<file path="config.mk">
export PLATFORM = sky130hd
export DESIGN_NAME = bmp_blit_mm
export DESIGN_NICKNAME = d
export VERILOG_FILES = /design/src/rtl/bmp_blit_mm.sv
export SDC_FILE = /design/constraint.sdc
export NUM_CORES = 1
export LEC_CHECK = 0
export ABC_AREA = 1
export CORE_ASPECT_RATIO = 0.75
export CORE_MARGIN = 1.5
export CORE_UTILIZATION = 30
export CTS_BUF_LIST = sky130_fd_sc_hd__clkbuf_8
export DETAILED_ROUTE_END_ITERATION = 10
export PLACE_DENSITY = 0.47
export SYNTH_ARGS = -nofsm -noshare
export SYNTH_HDL_FRONTEND = slang
export SYNTH_SLANG_ARGS = --single-unit
</file>
<file path="constraint.sdc">
create_clock -name clk -period 4 [get_ports clk]
set_clock_uncertainty 0.1 [all_clocks]
set_input_delay 0.8 -clock clk [delete_from_list [all_inputs] [get_ports clk]]
set_output_delay 0.8 -clock clk [all_outputs]
set_load 0.01 [all_outputs]
</file>
<file path="src/rtl/bmp_blit_mm.sv">
// bmp_blit_mm: memory-mapped blitter copying ROM images into video memory
module bmp_blit_mm #(
  parameter int PIX_W = 6,
  parameter int SCR_W = 640,
  parameter int SCR_H = 480,
  parameter int N_IMG = 4,
  parameter int IMG_AW = 16,
  parameter logic [15:0] BASE = 16'hC008,
  localparam int SW = (N_IMG > 1) ? $clog2(N_IMG) : 1
) (
  input  logic              clk,
  input  logic              rst,
  input  logic [15:0]       mm_addr,
  input  logic              mm_we,
  input  logic              mm_re,
  input  logic [15:0]       mm_wdata,
  output logic [15:0]       mm_rdata,
  output logic [SW-1:0]     img_sel,
  output logic [IMG_AW-1:0] img_addr,
  input  logic [PIX_W-1:0]  img_rdata,
  output logic [18:0]       waddr,
  output logic [PIX_W-1:0]  wdata,
  output logic              we
);
  localparam int DW = 2 * PIX_W;
  localparam int XW = (DW > 10 ? DW : 10) + 1;
  localparam int YW = (DW > 9 ? DW : 9) + 1;
  localparam logic [1:0] IDLE = 2'd0, HDR = 2'd1, RUN = 2'd2;
  logic [1:0] state, op_mode;
  logic [9:0] xloc, op_x;
  logic [8:0] yloc, op_y;
  logic key_en, op_ken, pv, clip, last, dropped, bad_idx, busy;
  logic [PIX_W-1:0] key, op_key, fill, op_fill;
  logic [DW-1:0] width, height, i, j, h_new;
  logic [XW-1:0] xs;
  logic [YW-1:0] ys;
  logic ctl_wr, idx_bad, start, stat_rd, row_end, end_px, transparent;
  // Decode of bus accesses and per-pixel datapath
  always_comb begin
    busy = state != IDLE;
    ctl_wr = mm_we && mm_addr == BASE;
    idx_bad = int'(mm_wdata[13:0]) >= N_IMG;
    start = ctl_wr && mm_wdata[15:14] != 2'b00 && !busy && !idx_bad;
    stat_rd = mm_re && mm_addr == BASE + 16'd5;
    h_new = {height[DW-1:PIX_W], img_rdata};
    xs = XW'(op_x) + XW'(i);
    ys = YW'(op_y) + YW'(j);
    row_end = i == width - DW'(1);
    end_px = row_end && j == height - DW'(1);
    transparent = op_ken && img_rdata == op_key;
    we = pv && !clip && (op_mode == 2'b11 || !transparent);
    wdata = !pv ? '0 : op_mode == 2'b11 ? op_fill : op_mode == 2'b10 ? '0 : img_rdata;
    mm_rdata = stat_rd ? {13'b0, bad_idx, dropped, busy} : 16'h0;
  end
  // Register file, sticky status and the IDLE/HDR/RUN sequencer
  always_ff @(posedge clk) begin
    if (rst) begin
      state <= IDLE;
      op_mode <= 2'b00;
      xloc <= '0;
      yloc <= '0;
      key_en <= 1'b0;
      key <= '0;
      fill <= '0;
      op_x <= '0;
      op_y <= '0;
      op_ken <= 1'b0;
      op_key <= '0;
      op_fill <= '0;
      width <= '0;
      height <= '0;
      i <= '0;
      j <= '0;
      pv <= 1'b0;
      clip <= 1'b0;
      last <= 1'b0;
      dropped <= 1'b0;
      bad_idx <= 1'b0;
      img_sel <= '0;
      img_addr <= '0;
      waddr <= '0;
    end else begin
      if (mm_we && mm_addr == BASE + 16'd1) xloc <= mm_wdata[9:0];
      if (mm_we && mm_addr == BASE + 16'd2) yloc <= mm_wdata[8:0];
      if (mm_we && mm_addr == BASE + 16'd3) {key_en, key} <= {mm_wdata[15], mm_wdata[PIX_W-1:0]};
      if (mm_we && mm_addr == BASE + 16'd4) fill <= mm_wdata[PIX_W-1:0];
      dropped <= (ctl_wr && mm_wdata[15:14] != 2'b00 && busy) || (dropped && !stat_rd);
      bad_idx <= (ctl_wr && idx_bad) || (bad_idx && !stat_rd);
      pv <= 1'b0;
      case (state)
        IDLE: if (start) begin
          state <= HDR;
          op_mode <= mm_wdata[15:14];
          img_sel <= SW'(mm_wdata[13:0]);
          img_addr <= '0;
          {op_x, op_y, op_ken, op_key, op_fill} <= {xloc, yloc, key_en, key, fill};
          last <= 1'b0;
        end
        HDR: begin
          img_addr <= img_addr == IMG_AW'(4) ? img_addr : img_addr + IMG_AW'(1);
          if (img_addr == IMG_AW'(1)) width[DW-1:PIX_W] <= img_rdata;
          if (img_addr == IMG_AW'(2)) width[PIX_W-1:0] <= img_rdata;
          if (img_addr == IMG_AW'(3)) height[DW-1:PIX_W] <= img_rdata;
          if (img_addr == IMG_AW'(4)) begin
            height[PIX_W-1:0] <= img_rdata;
            i <= '0;
            j <= '0;
            state <= (width == '0 || h_new == '0) ? IDLE : RUN;
          end
        end
        RUN: if (last) state <= IDLE;
        else begin
          pv <= 1'b1;
          clip <= xs >= XW'(SCR_W) || ys >= YW'(SCR_H);
          waddr <= 19'(19'(ys) * 19'(SCR_W) + 19'(xs));
          img_addr <= img_addr + IMG_AW'(1);
          last <= end_px;
          i <= row_end ? '0 : i + DW'(1);
          j <= row_end ? j + DW'(1) : j;
        end
        default: state <= IDLE;
      endcase
    end
  end
endmodule
</file>
==> flow_summary.ini, run 1 <==
[placement]
portBuffers = 88
routabilityCongestion = 0.870
pre_cts_ws_ns = 0.0266
hpwl_um = 21200

[min_path]
hold_class = reg -> reg

[floorplan]
coreArea_um2 = 32200
die_w_um = 211
dieArea_um2 = 33700
io_pins = 102
initial_utilization_pct = 30.3
dieHeight_um = 159
fp-row-count = 57

[logic_synthesis]
synth_cells = 1379
synth_edf_count = 0
postSynthAreaPerCell_um2 = 7.09
ys_ff_latch = 158
yosys_warnings = 0
yosysSeqAreaShare_pct = 32.4
synth_area_um2 = 9770
yosysUniqueCellTypes = 55
synth_ff_type = dfxtp_1
async_flop_share_pct = 0

[final_layout]
fin_nets = 1565
antenna_cells = 0
syn_to_final_growth_pct = 20.4
most-common-layout-cells = 187 x nand2_1, 173 x inv_1, 153 x dfxtp_1, 151 x nor2_1, 135 x a21oi_1
layout_commonest_cell = nand2_1
drive_above_1_share_pct = 10.3

[clocking]
cts_sinks = 158
clk-insertion-delay-late_ns = 0.48
cts-root-buf = clkbuf_8
ctsHoldBuffers = 0
clk_pin_slew_ns = 0.10
numCtsBuffers = 17
htreeDepth = 4
cts.path.max_buffers = 2
tritoncts = done

[global_route]
overflow = 0
grt_first_pass_wirelength_um = 45200
grt_start_max_net_pins = 67
antenna_found_initial = 0
grt_pass1_vias = 8450
gr-usage-all-layers_pct = 17.0

[power]
power.leakage_nw = 4.97
p_per_area_nw_per_um2 = 336
ir_worst_vdd_mv = 0.144
power_mw = 3.96

[routing]
wire_per_inst_um = 14.5
drtPass1Iterations = 5
routed_wl_um = 27900
drcViolationCount = 0
drt-initial-drc-count = 620
via_count = 8888
vias_per_cell = 4.63
drtAntennaViolNets = 0

[timing]
final-setup-viol-count = 0
rsz0062_at_grt = true
report.final.slew_viol_count = 0
tns_ns = 0
finalCritPeriodShare_pct = 95.7
min_period_ns = 3.83
worst_pin_slew_ns = 1.10
max_slew_margin_pct = 26.4
holdWs_ns = 0.355
max_freq_mhz = 261
hold_violations = 0
setup_ws_ns = 0.170

[worst_setup_path]
end_kind = register
cpPeakStageDelay_ns = 0.57
cp_top_family = adder cells
cp.arrival_ns = 4.11
crit_buf_inv = 7
critPathSlowestCell = fa_2
cp_max_fo = 4
start_kind = register
worstPathRequired_ns = 4.28
crit_type = reg -> reg

[status]
status = finished, final reports clean

[run]
cap_violations = 0
[final cells by class]
| cell class | instances | area (um^2) |
|---|---|---|
| Inverter | 185 | 699 |
| Clock buffer | 17 | 234 |
| Multi-Input combinational cell | 988 | 5820 |
| Timing Repair Buffer | 116 | 1090 |
| Fill cell | 3512 | 20500 |
| Clock inverter | 15 | 199 |
| Sequential cell | 158 | 3170 |
| Tap cell | 442 | 553 |
[stage by stage]
stage	instance area, um^2	std cells	utilization (%)
6_report	11800	1921	36.5
3_3_place_gp	11100	1885	34.5
5_1_grt	11800	1921	36.5
3_5_place_dp	11100	1885	34.5
4_1_cts	11600	1917	35.9
2_1_floorplan	9820	1391	-
[flip-flops by register name, indices dropped and copies added (netlist names), 6 cells and up]
signal    cells
yloc          9
op_y          9
j            12
i            12
waddr        19
img_addr     16
height       12
op_key        6
op_x         10
xloc         10
width        12
key           6
op_fill       6
fill          6
[path summary, 6_finish.rpt]
path                                      startpoint                      to  slack, ns  cells after the start
worst min-delay path            xloc[8]$_SDFFE_PP0P_    xloc[8]$_SDFFE_PP0P_       0.36                      2
worst max-delay path               j[0]$_SDFFE_PP0P_  waddr[18]$_SDFFE_PP0P_       0.17                     25
worst min register to register  xloc[8]$_SDFFE_PP0P_    xloc[8]$_SDFFE_PP0P_       0.36                      2
worst max register to register     j[0]$_SDFFE_PP0P_  waddr[18]$_SDFFE_PP0P_       0.17                     25
[routing by layer]
| layer | global-route usage, % | vias up | wire length (um) |
|---|---|---|---|
| li1 | - | 4675 | - |
| met1 | 26.0 | 4044 | 15200 |
| met2 | 24.2 | 155 | 11300 |
| met3 | 3.33 | 14 | 1210 |
| met4 | 3.73 | 0 | 218 |
| met5 | 0 | - | 0 |
[cells in the mapped netlist (all sizes together), types with 13 or more instances]
library cell	number	share of area [%]
xnor2	19	1.7
a211oi	19	1.5
nand2	200	8.0
nand4	33	2.3
nand3	85	4.6
o21ai	109	5.7
nor2	165	6.8
nor3	35	1.9
a21oi	137	7.2
ha	53	6.8
buf	26	1.8
dfxtp	158	32
inv	182	7.0
or2	13	0.83
xor2	76	6.9
clkbuf	34	1.3
[kinds of logic (layout without fill, tap and decap cells)]
kind of cell / after synthesis / after routing / share of synthesized area, %
other cells: 1 / 13 / 0.0384
buf+inv: 245 / 333 / 10.3
simple gates: 544 / 544 / 25.7
compound gates: 279 / 279 / 15.5
fa+ha+maj: 57 / 57 / 7.60
xor+xnor: 95 / 95 / 8.59
flops: 158 / 158 / 32.4
[worst min-delay path, stage by stage, from the launching register on]
cell and delay [ns]:
dfxtp_1 0.31, inv_1 0.06, a21oi_1 0.05
[power by group]
group	leakage, nW	total (mW)	internal, mW	switching [mW]
Combinational	3.48	0.921	0.367	0.554
Clock	0.212	1.30	0.539	0.758
Sequential	1.28	1.74	1.67	0.0723
Total	4.97	3.96	2.57	1.38
[what timing repair did]
item / 4_1_cts / 5_1_grt
buffers inserted: 0 / 4
resized for setup: 3 / 40
endpoints found under the setup margin: 1 / 5
pin swaps: 1 / 19
Power figures use the tool's default switching activity.
==> run 2, diff against run 1 <==
--- a/config.mk
+++ b/config.mk
@@ -7,10 +7,11 @@
 export LEC_CHECK = 0
 export ABC_AREA = 1
 export CORE_ASPECT_RATIO = 0.75
-export CORE_MARGIN = 1.5
+export CORE_MARGIN = 8
 export CORE_UTILIZATION = 30
 export CTS_BUF_LIST = sky130_fd_sc_hd__clkbuf_8
 export DETAILED_ROUTE_END_ITERATION = 10
+export GPL_ROUTABILITY_DRIVEN = 0
 export PLACE_DENSITY = 0.47
 export SYNTH_ARGS = -nofsm -noshare
 export SYNTH_HDL_FRONTEND = slang
==> run 2 against run 1 <==
- count of clock-buffer cells in the layout unchanged
- cell count decreased by 0.31%
- sequential cell count unchanged
- worst setup slack improved by 0.056 ns
- core utilization decreased by 0.41 points
- clock power decreased by 9%
- via count decreased by 0.48%
- sequential power about the same
- worst hold slack got worse by 0.0012 ns
- first-iteration DRC count increased by 1.6%
- die area increased by 15%
==> flow_summary.ini, run 2 (synthesis results as in run 1) <==
[timing]
worst_pin_slew_ns = 1.10
hold_violations = 0
final-setup-viol-count = 0
max_slew_margin_pct = 26.5
report.final.slew_viol_count = 0
tns_ns = 0
max_freq_mhz = 265
finalCritPeriodShare_pct = 94.4
min_period_ns = 3.77
rsz0062_at_grt = true

[placement]
portBuffers = 88
place_area_um2 = 11100
hpwl_um = 21800

[power]
switching_share_pct = 34.0
power_mw = 3.84
ir_worst_vdd_mv = 0.203
p_int_mw = 2.53
p_per_area_nw_per_um2 = 330
pwr-share-comb_pct = 24.1
p_switching_mw = 1.31
seq_power_share_pct = 45.2
power.leakage_nw = 4.92
clockPowerShare_pct = 30.6

[worst_setup_path]
startpoint = j[0]$_SDFFE_PP0P_
crit_buf_inv = 7
worstPathRequired_ns = 4.30
cp_max_fo = 4
cpPeakStageDelay_ns = 0.58
rrSetupSlack_ns = 0.23
critPathSlowestCell = fa_2
start_kind = register
cp.arrival_ns = 4.07
crit_type = reg -> reg
r2r-start = j[0]$_SDFFE_PP0P_
end_kind = register
cp_top_family = adder cells

[routing]
via_count = 8845
routed_wl_um = 28300
met3_length_um = 1300
wire_per_inst_um = 14.8
drcViolationCount = 0
vias_per_cell = 4.62
drtAntennaViolNets = 0
met2_wirelength_um = 11400
drt-met1-wl_um = 15400
drt-initial-drc-count = 630
drtPass1Iterations = 5
top_layer = met4

[final_layout]
top_register = waddr
antenna_cells = 0
reg_top3 = waddr: 19 flops, img_addr: 16 flops
largest_reg_flops = 19
stdcell_area_um2 = 11600
fin_nets = 1559
layout_commonest_cell = nand2_1
fill_cells = 3550
syn_to_final_growth_pct = 19.0
drive_above_1_share_pct = 9.16
most-common-layout-cells = 189 x nand2_1, 175 x inv_1, 155 x dfxtp_1, 152 x nor2_1, 135 x a21oi_1

[global_route]
grt_pass1_vias = 8380
antenna_found_initial = 0
overflow = 0
gr-usage-all-layers_pct = 14.9
grt_start_max_net_pins = 67
grt_first_pass_wirelength_um = 45600

[floorplan]
coreArea_um2 = 32200
initial_utilization_pct = 30.3
dieArea_um2 = 38700
fp-row-count = 57
io_pins = 102
dieHeight_um = 172
die_w_um = 224

[clocking]
clk_pin_slew_ns = 0.09
numCtsBuffers = 17
cts.path.max_buffers = 2
cts-root-buf = clkbuf_8
htreeDepth = 4
ctsHoldBuffers = 0
clk-insertion-delay-late_ns = 0.50
tritoncts = done
cts_sinks = 158

[run]
cap_violations = 0

[status]
status = finished, final reports clean

[min_path]
worstHoldStart = key[3]$_SDFFE_PP0P_
hold_class = reg -> reg
## run 2: changes by cell type in the layout (fill, tap and decap cells not counted), moves of 2 or more
cell	previous run	this run
buf_4	28	21
nand2_2	11	9
inv_1	173	175
nand2_1	187	189
inv_6	3	6
clkinv_8	5	0
inv_8	4	1
dfxtp_1	153	155
xor2_1	71	73
dfxtp_2	5	3
## run 2: timing repair
action,in CTS,in global routing
pin swaps,0,15
gates resized for setup,3,29
setup endpoints to repair,1,5
buffers inserted,0,2
## run 2: final cells by class
class	instances	area, um^2	share of cell area (%)
repair buffers	110	1050	9.06
clock buffers	17	234	2.01
inverters	185	699	6.01
flip-flops and latches	158	3170	27.2
multi-input cells	988	5790	49.7
well taps	442	553	4.75
clock inverters	15	139	1.19
## run 2: final timing paths
path,end,cells after the start
max,waddr[18]$_SDFFE_PP0P_,25
min,op_key[3]$_SDFFE_PP0P_,2
max reg2reg,waddr[18]$_SDFFE_PP0P_,25
min reg2reg,op_key[3]$_SDFFE_PP0P_,2
## run 2: per-layer routing
metal | vias to the layer above | GRT usage [%]
met5 | - | 0
met1 | 4031 | 22.1
li1 | 4658 | -
met2 | 140 | 21.3
met4 | 0 | 3.29
met3 | 16 | 3.54
## run 2: tightest hold or removal path, stage by stage, from the launching register on
cell	delay, ns
dfxtp_1	0.30
inv_1	0.06
a21oi_1	0.06
## run 2: power groups by stage
stage | combinational (mW) | clock [mW] | sequential, mW
2_1_floorplan | 0.541 | 0 | 1.79
3_3_place_gp | 0.932 | 0 | 1.77
3_5_place_dp | 0.930 | 0 | 1.77
4_1_cts | 0.935 | 1.23 | 1.74
5_1_grt | 1.04 | 1.30 | 1.75
6_report | 0.928 | 1.18 | 1.74
## run 2: per-stage QoR
stage | util, % | std cells | hold WS (ns) | worst slack, ns
floorplan | - | 1391 | 0.330 | 0.203
finish | 36.1 | 1915 | 0.354 | 0.226
detailed placement | 34.4 | 1881 | 0.345 | 0.00884
CTS | 35.6 | 1913 | 0.352 | 0.0354
global placement | 34.4 | 1881 | 0.340 | 0.0580
global route | 36.1 | 1915 | 0.377 | -0.0204
